==> src/rtl/arch_defs_pkg.sv <==
// Shared definitions for the boot-time RAM loader and the 16x8 program RAM.
package arch_defs_pkg;

  localparam int DEF_DATA_WIDTH = 8;
  localparam int DEF_ADDR_WIDTH = 4;
  localparam int RAM_DEPTH      = 1 << DEF_ADDR_WIDTH;

  typedef enum logic [2:0] {
    IDLE,
    GET_LEN,
    GET_DATA,
    WRITE,
    GET_CSUM,
    DONE,
    ERROR
  } loader_state_t;

endpackage

==> src/rtl/ram_loader.sv <==
// Boot-time program loader: parses a length/payload/checksum frame from a
// valid/ready byte stream and writes the payload into consecutive RAM words.
// Every output comes straight from a register.
module ram_loader
  import arch_defs_pkg::*;
#(
  parameter int                    ADDR_WIDTH = DEF_ADDR_WIDTH,
  parameter int                    DATA_WIDTH = DEF_DATA_WIDTH,
  parameter logic [ADDR_WIDTH-1:0] BASE_ADDR  = '0
) (
  input  logic                  clk,
  input  logic                  reset,
  input  logic                  start,
  input  logic                  byte_valid,
  input  logic [DATA_WIDTH-1:0] byte_in,
  output logic                  byte_ready,
  output logic                  ram_we,
  output logic [ADDR_WIDTH-1:0] ram_address,
  output logic [DATA_WIDTH-1:0] ram_data,
  output logic                  busy,
  output logic                  done,
  output logic                  error
);

  // Wide enough to hold both the received length byte and the RAM depth, so
  // the length is range-checked without truncation.
  localparam int CNT_W = ((DATA_WIDTH > ADDR_WIDTH) ? DATA_WIDTH : ADDR_WIDTH) + 1;
  localparam logic [CNT_W-1:0] DEPTH = CNT_W'(1) << ADDR_WIDTH;

  loader_state_t         r_state;
  logic [CNT_W-1:0]      r_len;
  logic [CNT_W-1:0]      r_idx;
  logic [DATA_WIDTH-1:0] r_sum;
  logic                  r_byte_ready;
  logic                  r_ram_we;
  logic [ADDR_WIDTH-1:0] r_ram_address;
  logic [DATA_WIDTH-1:0] r_ram_data;
  logic                  r_busy;
  logic                  r_done;
  logic                  r_error;

  logic                  w_accept;
  logic [CNT_W-1:0]      w_len_ext;
  logic                  w_len_bad;
  logic [CNT_W-1:0]      w_idx_next;
  logic [DATA_WIDTH-1:0] w_sum_next;
  logic [ADDR_WIDTH-1:0] w_wr_addr;

  assign w_accept   = byte_valid & r_byte_ready;
  assign w_len_ext  = CNT_W'(byte_in);
  assign w_len_bad  = (w_len_ext == '0) || (w_len_ext > DEPTH);
  assign w_idx_next = r_idx + CNT_W'(1);
  assign w_sum_next = r_sum + byte_in;
  // Address arithmetic wraps naturally at the RAM size.
  assign w_wr_addr  = BASE_ADDR + r_idx[ADDR_WIDTH-1:0];

  assign byte_ready  = r_byte_ready;
  assign ram_we      = r_ram_we;
  assign ram_address = r_ram_address;
  assign ram_data    = r_ram_data;
  assign busy        = r_busy;
  assign done        = r_done;
  assign error       = r_error;

  // Frame-parsing FSM; outputs are set on the transition into each state.
  always_ff @(posedge clk) begin
    if (reset) begin
      r_state       <= IDLE;
      r_len         <= '0;
      r_idx         <= '0;
      r_sum         <= '0;
      r_byte_ready  <= 1'b0;
      r_ram_we      <= 1'b0;
      r_ram_address <= '0;
      r_ram_data    <= '0;
      r_busy        <= 1'b0;
      r_done        <= 1'b0;
      r_error       <= 1'b0;
    end else begin
      case (r_state)
        IDLE, DONE, ERROR: begin
          if (start) begin
            r_state      <= GET_LEN;
            r_busy       <= 1'b1;
            r_done       <= 1'b0;
            r_error      <= 1'b0;
            r_byte_ready <= 1'b1;
          end
        end
        GET_LEN: begin
          if (w_accept) begin
            if (w_len_bad) begin
              r_state      <= ERROR;
              r_byte_ready <= 1'b0;
              r_busy       <= 1'b0;
              r_error      <= 1'b1;
            end else begin
              r_len   <= w_len_ext;
              r_idx   <= '0;
              r_sum   <= '0;
              r_state <= GET_DATA;
            end
          end
        end
        GET_DATA: begin
          if (w_accept) begin
            r_ram_data    <= byte_in;
            r_ram_address <= w_wr_addr;
            r_sum         <= w_sum_next;
            r_state       <= WRITE;
            r_byte_ready  <= 1'b0;
            r_ram_we      <= 1'b1;
          end
        end
        WRITE: begin
          // The RAM samples address/data on the edge that leaves this state.
          r_ram_we     <= 1'b0;
          r_byte_ready <= 1'b1;
          r_idx        <= w_idx_next;
          r_state      <= (w_idx_next == r_len) ? GET_CSUM : GET_DATA;
        end
        GET_CSUM: begin
          if (w_accept) begin
            r_byte_ready <= 1'b0;
            r_busy       <= 1'b0;
            if (w_sum_next == '0) begin
              r_done  <= 1'b1;
              r_state <= DONE;
            end else begin
              r_error <= 1'b1;
              r_state <= ERROR;
            end
          end
        end
        default: begin
          r_state      <= IDLE;
          r_byte_ready <= 1'b0;
          r_ram_we     <= 1'b0;
          r_busy       <= 1'b0;
        end
      endcase
    end
  end

endmodule
==> config.mk <==
export PLATFORM = sky130hd
export DESIGN_NAME = ram_loader
export DESIGN_NICKNAME = d
export VERILOG_FILES = /design/src/rtl/arch_defs_pkg.sv /design/src/rtl/ram_loader.sv
export SDC_FILE = /design/constraint.sdc
export NUM_CORES = 1
export LEC_CHECK = 0
export ABC_AREA = 1
export BUFFER_PORTS_ARGS = -buffer_cell sky130_fd_sc_hd__clkbuf_2
export CORE_MARGIN = 3
export CORE_UTILIZATION = 53
export DETAILED_ROUTE_END_ITERATION = 8
export PLACE_DENSITY = 0.76
export SYNTH_ARGS = -nofsm -noshare
export SYNTH_HDL_FRONTEND = slang
export SYNTH_SLANG_ARGS = --single-unit
==> constraint.sdc <==
create_clock -name clk -period 1.88 [get_ports clk]
set_input_delay 0 -clock clk [delete_from_list [all_inputs] [get_ports clk]]
set_output_delay 0 -clock clk [all_outputs]
set_load 0.005 [all_outputs]
======== Word-level counts from Yosys, hierarchy flattened ========
Index checks and enable logic that the tools add are counted.
storage, ports and cells
  bits in registers ....................... 45
  bits in latches ......................... 0
  RAM bits ................................ 0
  memory bits (read-only) ................. 0
  bits of input ports ..................... 12
  output and inout port bits .............. 17
  memories kept ........................... 0
cells by class
  add/subtract/negate cells ............... 2
  $mul .................................... 0
  divide/modulo/power cells ............... 0
  $lt $le $gt $ge ......................... 1
  eq/ne operators ......................... 16
  shift operators ......................... 0
  muxes and demuxes ....................... 32
  bitwise gates (word level) .............. 4
  reductions and logical operators ........ 22
operators by type and width
  cell                                                                   count
  8-bit two-way mux                                                      3
  3-bit two-way mux                                                      6
  9-bit two-way mux                                                      2
  9-bit case mux with 2 select lines                                     1
  2-bit != test, second input constant                                   8
  8-bit case mux with 2 select lines                                     1
  4-bit AND reduction                                                    4
  3-bit case mux with 5 select lines                                     1
  1-bit two-way mux                                                      12
  9-bit by 1-bit adder with 9-bit output, second input constant          1
  3-bit equality test, second input constant                             3
  9-bit by 8-bit equality test with 1-bit output                         1
  9-bit logical NOT                                                      1
  8-bit adder                                                            1
  8-bit by 5-bit > comparator with 1-bit output, second input constant   1
  8-bit logical NOT                                                      1
  1-bit case mux with 4 select lines                                     2
  3-bit by 2-bit equality test with 1-bit output, second input constant  2
  3-bit AND reduction                                                    2
  6-bit AND reduction                                                    1
  2-bit nonzero test                                                     3
  5-bit AND reduction                                                    1
  5-bit OR reduction                                                     1
  1-bit case mux with 2 select lines                                     2
  12 further kinds                                                       16

======== Logic depth before layout (Yosys ltp) ========
  depth after elaboration ................. 5
  gate-level depth with buffers ........... 15
  depth with buffers taken out ............ 15

======== Least setup slack after synthesis ========
Ideal clock, no wire load.
  path kind ............................... register to register
  start ................................... register r_sum[0]
  end ..................................... register r_state[1]
  arrival time ............................ 1.727 ns
  data required time ...................... 1.748 ns
  path slack .............................. 0.021 ns
  cell stages (with the launch flop) ...... 16
  path buffers ............................ 0
  clock period less this slack ............ 1.859 ns
  cells stage by stage .................... dfxtp_1 ha_1 inv_1 fa_1 inv_1 nand3_1 nand2_1 nand2_1 nand2_1 nand3_1 nor2_1 nand2_1 nand2_1 nand3_1 nand2_1 a21oi_1
between the ends
  cells in the longest elaborated chain, start to end .. 5
ends and longest elaborated chain
  item                                line               RTL
  start, declared                     ram_loader.sv:33   logic [DATA_WIDTH-1:0] r_sum;
  start signal, assigned              ram_loader.sv:109  r_sum <= w_sum_next;
  8-bit adder                         ram_loader.sv:53   assign w_sum_next = r_sum + byte_in;
  8-bit logical NOT                   ram_loader.sv:126  if (w_sum_next == '0) begin
  2-bit two-way mux                   ram_loader.sv:126
  3-bit two-way mux                   ram_loader.sv:123  if (w_accept) begin
  3-bit case mux with 5 select lines  ram_loader.sv:80   case (r_state)
  end signal, assigned                ram_loader.sv:120  r_state <= (w_idx_next == r_len) ? GET_CSUM : GET_DATA;
  end, declared                       ram_loader.sv:30   loader_state_t r_state;
Every way passes these cells. The select of a mux whose other input is x is not followed.
A chain may end at the register's enable or synchronous reset.

======== Worst setup path after layout ========
Same ends and word-level chain as after synthesis.

==> insert_results.sql <==
INSERT INTO impl_metrics (metric_group, metric, value, unit) VALUES
('yosys', 'syn_avg_cell_area', '6.58', 'sq um'),
('pwr', 'power.switching_fraction', '35.4', '%'),
('floorplanning', 'design.portCount', '29', ''),
('timing', 'slew_viol_final', '0', ''),
('drt', 'wirelength_met1', '2.82', 'mm'),
('global_route', 'globalRouteOverflowTotal', '0', ''),
('cts', 'cts_made_buffers', '5', ''),
('yosys', 'synth_fp_nets', '413', ''),
('timing', 'finalSetupViolCount', '4', ''),
('global_route', 'grt_max_degree', '28', ''),
('drt', 'average_vias_per_placed_instance', '5.42', ''),
('floorplanning', 'die_area', '5720', 'sq um'),
('worst_setup_path', 'worstSetupStartpointType', 'register', ''),
('floorplanning', 'start_util', '57.1', '%'),
('drt', 'remaining_drc_errors', '0', ''),
('placement', 'port_buffers', '28', ''),
('min_path', 'endpoint_of_the_worst_hold_path', 'ram_data[4]$_SDFFE_PP0P_', ''),
('worst_setup_path', 'path_max_fanout', '3', ''),
('final_layout', 'drive_above_1_share', '23.1', '%'),
('status', 'violated_checks', 'setup timing', ''),
('final_layout', 'n_antenna_cell', '0', ''),
('timing', 'finalWorstSetupSlack', '-149', 'ps'),
('pwr', 'total_leakage_power', '1.35', 'nW'),
('yosys', 'synthDominantAreaCellType', 'dfxtp_1', ''),
('drt', 'drt-pass1-iter-count', '5', ''),
('drt', 'final_antenna_net_count', '0', ''),
('timing', 'max_freq', '0.493', 'GHz'),
('timing', 'fin_worst_skew', '4.77', 'ps'),
('final_layout', 'final_nets', '459', ''),
('yosys', 'postSynthCellCount', '391', ''),
('yosys', 'synth-edff-count', '0', ''),
('worst_setup_path', 'worstSetupPathType', 'reg -> reg', ''),
('cts', 'numClockSinks', '45', ''),
('yosys', 'synthesis.yosys.warnings', '0', ''),
('pwr', 'power.density_cell_area', '872', 'nW/um^2'),
('yosys', 'synthDistinctLibCells', '28', ''),
('pwr', 'internal_portion_of_total_power', '0.00177', 'W'),
('global_route', 'grt_usage', '23.5', '%'),
('final_layout', 'final_common_cell', 'nand2_1', ''),
('pwr', 'p_sw', '0.000971', 'W'),
('final_layout', 'synth_to_layout_area_growth', '22.3', '%'),
('cts', 'cts.htree.levels', '2', ''),
('yosys', 'yosys-top-cells-area', 'dfxtp_1 (35%), nand2_1 (16%), a21oi_1 (7.2%)', ''),
('floorplanning', 'placeableCoreArea', '4500', 'sq um'),
('timing', 'post-route-period-util', '108', '%'),
('timing', 'slew_headroom', '68.0', '%'),
('global_route', 'grt_pass1_wl', '10.4', 'mm'),
('placement', 'gp_congestion', '0.870', ''),
('drt', 'drt_first_iter_violations', '180', ''),
('worst_setup_path', 'r2r_slack', '-150', 'ps'),
('timing', 'rsz0062_at_grt', 'yes', ''),
('drt', 'post_drt_wl_per_cell', '13.2', 'microns'),
('cts', 'ctsLongestPathBuffers', '2', ''),
('drt', 'routed-via-count', '2648', ''),
('drt', 'wl_met2', '3.15', 'mm'),
('pwr', 'vdd.ir_drop.worst', '0.706', 'mV'),
('flow_run', 'maximum_capacitance_violations', '0', ''),
('global_route', 'first_global_vias', '2333', ''),
('pwr', 'seq_power_share', '40.0', '%'),
('cts', 'insertion_delay', '290', 'ps'),
('min_path', 'timing.hold.worst.start', 'byte_in[4]', ''),
('floorplanning', 'die_h', '75.7', 'microns'),
('timing', 'layout_min_cycle_time', '2030', 'ps'),
('worst_setup_path', 'reg2reg_path_depth', '12', ''),
('pwr', 'comb_power_share', '33.9', '%'),
('status', 'run_status', 'complete, but fails checks', ''),
('yosys', 'yosys_register_bits', '45', ''),
('final_layout', 'fillerInstances', '371', ''),
('worst_setup_path', 'reg2reg_from', 'r_sum[0]$_SDFFE_PP0P_', ''),
('floorplanning', 'placementRows', '24', ''),
('pwr', 'share_of_total_power_in_the_clock_network', '26.1', '%');
[critical path, stage by stage, from the launching register on]
cell and delay (ps):
dfxtp_2 360, ha_4 130, inv_2 30, fa_2 520
inv_2 40, nor3_2 220, nand3_2 140, nor2_4 140
nand2_2 60, nand2_2 80, nand3_2 60, nand2_1 70
a21oi_1 60
[sequential cells by signal, indices dropped and copies added, names as in the netlist, 3 cells and up]
signal,cells
r_idx,9
r_len,8
r_sum,8
ram_data,8
ram_address,4
r_state,3
[through the flow]
step	worst slack (ps)	hold WS [ps]	utilization (%)	setup TNS (ps)	area [sq um]
floorplan	20.9	135	-	0	2570
global placement	-46.4	272	63.1	-73.6	2840
detailed placement	-122	289	63.1	-354	2840
CTS	-18.1	37.9	67.0	-32.8	3020
global route	-195	69.1	69.8	-732	3150
finish	-149	60.9	69.8	-491	3150
[logic make-up (layout without fill, tap and decap cells)]
logic type | count (synthesis) | in the layout | share of synthesized area [%]
adders and majority gates | 10 | 10 | 5.45
DFF | 45 | 45 | 35.0
xor gates and xnor gates | 4 | 4 | 1.36
buffers and inverters | 58 | 104 | 8.56
AOI/OAI and AO/OA | 67 | 67 | 13.9
and+or+nand+nor | 207 | 207 | 35.7
[worst max path at each step]
stage / from / end / slack (ps) / cells after the start
floorplan: r_sum[0]$_SDFFE_PP0P_ / r_state[1]$_SDFFE_PP0P_ / 20 / 15
global placement: r_sum[0]$_SDFFE_PP0P_ / r_state[1]$_SDFFE_PP0P_ / -50 / 15
detailed placement: r_sum[0]$_SDFFE_PP0P_ / r_state[1]$_SDFFE_PP0P_ / -120 / 15
CTS: r_sum[0]$_SDFFE_PP0P_ / r_state[1]$_SDFFE_PP0P_ / -20 / 12
global route: r_sum[0]$_SDFFE_PP0P_ / r_state[1]$_SDFFE_PP0P_ / -200 / 12
finish: r_sum[0]$_SDFFE_PP0P_ / r_state[1]$_SDFFE_PP0P_ / -150 / 12
[synthesized netlist by cell type (2+ instances only)]
master	instances
nand3_1	34
o21ai_1	5
o21ai_2	2
nand3b_1	3
buf_2	2
nor3_1	4
o21ai_0	19
ha_1	8
inv_2	6
clkbuf_1	5
a21oi_1	37
fa_1	2
dfxtp_1	45
nor2_4	4
inv_1	45
nand4_1	6
nor2_1	39
nand2_1	108
xnor2_1	3
nor2_2	3
nand2_2	4
[layer usage]
layer	vias up	GRT usage, %
li1	1356	-
met1	1197	31.6
met2	84	39.6
met3	11	3.03
met4	0	6.60
met5	-	0
[power by group through the flow]
stage          logic, W  clock network [W]  registers [W]
2_1_floorplan  0.000612                  0        0.00111
3_3_place_gp   0.000844                  0        0.00111
3_5_place_dp   0.000857                  0        0.00111
4_1_cts        0.000886           0.000722        0.00109
5_1_grt         0.00104           0.000754        0.00111
6_report       0.000931           0.000716        0.00110
[layout make-up]
class	count	area (sq um)	share of cell area, %
Multi-Input combinational cell	288	1580	50.4
Sequential cell	45	906	28.8
Timing Repair Buffer	46	295	9.39
Inverter	51	191	6.09
Clock buffer	5	68.8	2.19
Tap cell	52	65.1	2.07
Clock inverter	2	35.0	1.11
[timing repair]
action,CTS,global route
setup buffers,1,3
hold buffers,3,0
setup endpoints to repair,4,14
endpoints found under the hold margin,3,0
pin swaps,8,11
resized for setup,11,20
(Power assumes the default switching activity.)
